--- src/rtl/stage_pipe.sv ---
// stage_pipe: valid/ready elastic buffer placed between adjacent pipeline stages.
// It carries an opaque WIDTH-bit payload and has two build-time modes:
//   MODE 0 - DEPTH-entry FIFO. The payload is read combinationally from storage.
//   MODE 1 - combinational passthrough with no storage.
// It also supports a synchronous flush (squash) and keeps stall and occupancy statistics.
//
// Ports
//   clk        rising-edge clock
//   rst        asynchronous reset, active-low
//   flush      synchronous squash of all held and incoming beats
//   clr_stats  synchronous clear of stall_cnt and max_count
//   s_valid / s_ready / s_data   upstream handshake and payload
//   m_valid / m_ready / m_data   downstream handshake and payload
//   count      current occupancy (always 0 in passthrough)
//   max_count  high-water mark of count since the last clear
//   stall_cnt  saturating count of cycles with m_valid=1 and m_ready=0
module stage_pipe #(
   parameter  int WIDTH = 32,
   parameter  int DEPTH = 2,
   parameter  int MODE  = 0,
   localparam int CNT_W = $clog2(DEPTH + 1)
) (
   input  logic             clk,
   input  logic             rst,
   input  logic             flush,
   input  logic             clr_stats,
   input  logic             s_valid,
   output logic             s_ready,
   input  logic [WIDTH-1:0] s_data,
   output logic             m_valid,
   input  logic             m_ready,
   output logic [WIDTH-1:0] m_data,
   output logic [CNT_W-1:0] count,
   output logic [CNT_W-1:0] max_count,
   output logic [31:0]      stall_cnt
);

   localparam int PTR_W = (DEPTH > 1) ? $clog2(DEPTH) : 1;

   logic [CNT_W-1:0] cntQ;
   logic [CNT_W-1:0] cntNext;
   logic [CNT_W-1:0] maxCnt;
   logic [31:0]      stallCnt;

   generate
      if (MODE == 0) begin : gBuf
         logic [WIDTH-1:0] mem [DEPTH];
         logic [PTR_W-1:0] rdPtr;
         logic [PTR_W-1:0] wrPtr;
         logic             push;
         logic             pop;

         // DEPTH need not be a power of two, so wrap is an explicit compare.
         function automatic logic [PTR_W-1:0] nextPtr(input logic [PTR_W-1:0] p);
            return (p == PTR_W'(DEPTH - 1)) ? '0 : p + PTR_W'(1);
         endfunction

         // s_ready looks only at occupancy, never at m_ready. When the buffer
         // is full, it waits a cycle after a pop before it accepts again.
         assign s_ready = rst & (cntQ != CNT_W'(DEPTH));
         assign m_valid = (cntQ != '0);
         assign m_data  = mem[rdPtr];
         assign push    = s_valid & s_ready;
         assign pop     = m_valid & m_ready;

         always_comb begin
            cntNext = cntQ;
            if (flush)
               cntNext = '0;
            else if (push && !pop)
               cntNext = cntQ + CNT_W'(1);
            else if (pop && !push)
               cntNext = cntQ - CNT_W'(1);
         end

         always_ff @(posedge clk or negedge rst) begin
            if (!rst) begin
               cntQ  <= '0;
               rdPtr <= '0;
               wrPtr <= '0;
            end else begin
               cntQ <= cntNext;
               if (flush) begin
                  rdPtr <= '0;
                  wrPtr <= '0;
               end else begin
                  if (push) wrPtr <= nextPtr(wrPtr);
                  if (pop)  rdPtr <= nextPtr(rdPtr);
               end
            end
         end

         // Storage is not reset. Contents are ignored while the buffer is empty.
         always_ff @(posedge clk) begin
            if (push && !flush)
               mem[wrPtr] <= s_data;
         end
      end else begin : gPass
         assign m_valid = s_valid & ~flush;
         assign s_ready = m_ready & rst;
         assign m_data  = s_data;
         assign cntQ    = '0;
         assign cntNext = '0;
      end
   endgenerate

   // The high-water mark tracks the post-edge occupancy. A clear re-seeds it
   // from that occupancy rather than from zero.
   always_ff @(posedge clk or negedge rst) begin
      if (!rst)
         maxCnt <= '0;
      else if (clr_stats)
         maxCnt <= cntNext;
      else if (cntNext > maxCnt)
         maxCnt <= cntNext;
   end

   always_ff @(posedge clk or negedge rst) begin
      if (!rst)
         stallCnt <= '0;
      else if (clr_stats)
         stallCnt <= '0;
      else if (m_valid && !m_ready && (stallCnt != 32'hFFFF_FFFF))
         stallCnt <= stallCnt + 32'd1;
   end

   assign count     = cntQ;
   assign max_count = maxCnt;
   assign stall_cnt = stallCnt;

endmodule

--- config.mk ---
export PLATFORM = sky130hd
export DESIGN_NAME = stage_pipe
export DESIGN_NICKNAME = d
export VERILOG_FILES = /design/src/rtl/stage_pipe.sv
export SDC_FILE = /design/constraint.sdc
export NUM_CORES = 1
export LEC_CHECK = 0
export CORE_MARGIN = 5
export CORE_UTILIZATION = 30
export CTS_CLUSTER_DIAMETER = 40
export DETAILED_ROUTE_END_ITERATION = 6
export GPL_ROUTABILITY_DRIVEN = 0
export GPL_TIMING_DRIVEN = 0
export PLACE_DENSITY = 0.62
export SYNTH_ARGS = -nofsm -noshare
export SYNTH_HDL_FRONTEND = slang
export SYNTH_SLANG_ARGS = --single-unit
--- constraint.sdc ---
create_clock -name clk -period 5.45 [get_ports clk]
set_clock_uncertainty 0.1 [all_clocks]
set_input_delay 1.3625 -clock clk [delete_from_list [all_inputs] [get_ports clk]]
set_output_delay 1.3625 -clock clk [all_outputs]
set_load 0.03 [all_outputs]
==> impl_metrics.yaml <==
outcome:
  outcome: "completed"
synthesis:
  synth-edff-count: 64
  async_flop_share_pct: 37.25
  syn_area_per_cell_sq_um: 13.48
  yosys_warnings: 0
  ys.flop_type: "edfxtp_1"
  syn_nets: 379
  ys_seq_elements: 102
  synth_area_sq_um: 4531
  ys_types: 49
  yosysSeqAreaShare_pct: 63.41
  synthCells: 336
timing:
  tightest_slew_ns: 0.7532
  final.period_utilization_pct: 80.76
  tns_ns: 0
  rsz0062_at_grt: "no"
  setup_viol: 0
  fmax_ghz: 0.2272
  hold_violations: 0
  period_needed_ns: 4.402
  slew_viol_final: 0
  hold_ws_ns: 0.4428
  max_slew_margin_pct: 49.57
grt:
  grt_pass1_vias: 3406
  antenna_found_initial: 0
  grt_max_degree: 22
  grtUsageTotal_pct: 12.74
  grt_pass1_wl_um: 18030
  grt_overflow: 0
power_and_ir_drop:
  power_switching_uw: 650.2
  clkPwrFrac_pct: 29.0
  peakVddDrop_mv: 0.1379
  seqPwrFrac_pct: 41.7
  leakage_uw: 0.002143
  powerDensity_nw_per_um2: 341.4
  swShare_pct: 30.66
  p_comb_share_pct: 29.3
  p_int_uw: 1470
  p_total_uw: 2121
clock_network:
  clockBufferDepth: 2
  clkLatencyLatePin_ns: 0.34
  clockRootBuffer: "clkbuf_16"
  ctsHtreeMaxLevel: 3
  cts_resized: 0
  cts_tree: "built"
  cts_setup_buffers: 0
  holdBufCountCts: 0
  clock-sinks: 102
  numCtsBuffers: 9
  path_clk_slew_ns: 0.06
worst_setup_path:
  criticalPathCategory: "in2out"
  critPathMaxFanout: 21
  worstRegToRegCells: 11
  cp-end-kind: "output pin"
  cp-startpoint: "rst"
  crit_required_ns: 3.99
  r2r_start: "count[0]$_DFF_PN0_"
  critical_path_arrival_ns: 2.94
  cp-endpoint: "s_ready"
  start_kind: "primary input"
  reg2reg_slack_ns: 2.51
  rr_endpoint: "max_count[0]$_DFFE_PN0P_"
job:
  maxCapViolations: 0
die:
  initial_core_util_pct: 30.14
  die_area_sq_um: 17660
  die_h_um: 132.9
  core_area_sq_um: 15030
  ios: 108
  fp.dieW_um: 132.9
  rows: 45
worst_hold_path:
  hold_path.class: "reg2reg"
finish:
  area_growth_syn_to_layout_pct: 37.12
  drive_gt1_share_pct: 16.13
  nFillCells: 1395
  n_antenna_cell: 0
  finalNetCount: 503
route:
  first_pass_iters: 5
  drt_iter0_drc: 186
  antenna_left: 0
  routedWlPerCell_um: 16.98
  vias: 3269
  via_per_inst: 5.006
  drc_errors: 0
  wl_um: 11090
placement:
  io_buffers: 106
  dp_hpwl_um: 7988
sequential cells by signal (all words and copies together) (netlist names):
name        flops
gBuf.rdPtr      1
count           2
max_count       2
gBuf.mem       64
stall_cnt      32
gBuf.wrPtr      1
per-layer routing:
layer	track usage, %	vias up	wire length, um
met5	0	-	0
met4	4.503	0	159
met3	3.574	11	623
met2	19.81	112	4931
met1	17.08	1602	5370
li1	-	1544	-
stage by stage:
| step | util (%) | area (sq um) | std cells | worst slack, ns |
|---|---|---|---|---|
| after detailed placement | 39.43 | 5927 | 637 | 1.033 |
| after floorplan | - | 4531 | 336 | 0.8677 |
| after global routing | 41.32 | 6212 | 653 | 0.9316 |
| after CTS | 41.32 | 6212 | 653 | 1.028 |
| final | 41.32 | 6212 | 653 | 1.048 |
| after global placement | 38.76 | 5827 | 630 | -2.903 |
kinds of logic after synthesis:
logic type / share of synthesized area, %
XOR/XNOR: 1.933
AO/OA/AOI/OAI: 7.954
AND/OR/NAND/NOR: 14.66
adder cells (fa/ha/maj): 1.381
flip-flops: 63.41
buffers and inverters: 1.740
multiplexers: 8.920
power by group through the flow:
stage / clock network, uW / registers, uW / logic (uW)
finish: 614 / 885 / 622
global route: 667 / 890 / 662
CTS: 635 / 885 / 631
detailed placement: 0 / 901 / 627
global placement: 0 / 902 / 612
floorplan: 0 / 925 / 357
cell usage in the layout (no fill, tap or decap), drive strengths merged, types with 5 or more instances in the layout:
cell           instances
o21ai                 20
clkbuf                18
dfrtp                 38
and4                   9
nand2                 14
xnor2                  7
mux2                  35
a21oi                 26
nand4                 14
buf                   10
edfxtp                64
ha                     5
nand3                  8
clkdlybuf4s50        105
or3                   15
nor2                  15
inv                   13
o31ai                  6
cell usage after synthesis (3+ instances only):
library cell	instances	share of area (%)
a21oi_1	26	2.9
and3_1	4	0.55
and4_1	5	0.97
and4_4	3	0.75
clkbuf_1	7	0.58
dfrtp_1	38	21
edfxtp_1	64	42
ha_1	5	1.4
inv_1	11	0.91
mux2_2	35	8.7
nand2_1	14	1.2
nand3_1	8	0.88
nand4_1	11	1.5
nor2_1	13	1.1
nor2b_1	3	0.41
nor3_1	3	0.33
o21ai_0	18	2.0
o31ai_1	5	0.83
or3_1	15	2.1
or4_1	4	0.66
xnor2_1	7	1.4
xor2_1	3	0.58
critical path: stages:
cell             delay [ns]
buf_2                  0.43
buf_16                 0.23
nor2b_1                0.19
clkdlybuf4s50_1        0.71
worst min path at each step:
stage | start | end | slack (ns) | depth (start not counted)
floorplan | gBuf.wrPtr$_DFFE_PN0P_ | gBuf.wrPtr$_DFFE_PN0P_ | 0.42 | 2
global placement | max_count[1]$_DFFE_PN0P_ | max_count[1]$_DFFE_PN0P_ | 0.42 | 1
detailed placement | max_count[1]$_DFFE_PN0P_ | max_count[1]$_DFFE_PN0P_ | 0.43 | 1
CTS | max_count[1]$_DFFE_PN0P_ | max_count[1]$_DFFE_PN0P_ | 0.45 | 1
global route | max_count[1]$_DFFE_PN0P_ | max_count[1]$_DFFE_PN0P_ | 0.48 | 1
finish | max_count[1]$_DFFE_PN0P_ | max_count[1]$_DFFE_PN0P_ | 0.44 | 1
area by class of cell:
type / count / area (sq um) / area share [%]
timing repair buffer: 113 / 1151 / 18.53
multi-input combinational: 214 / 1589 / 25.58
buffer: 9 / 37.54 / 0.6042
sequential: 102 / 2873 / 46.24
tap: 188 / 235.2 / 3.787
inverter: 11 / 41.29 / 0.6647
clock inverter: 5 / 42.54 / 0.6848
clock buffer: 11 / 242.7 / 3.907
Note: power is estimated with default switching activity, not from simulation.
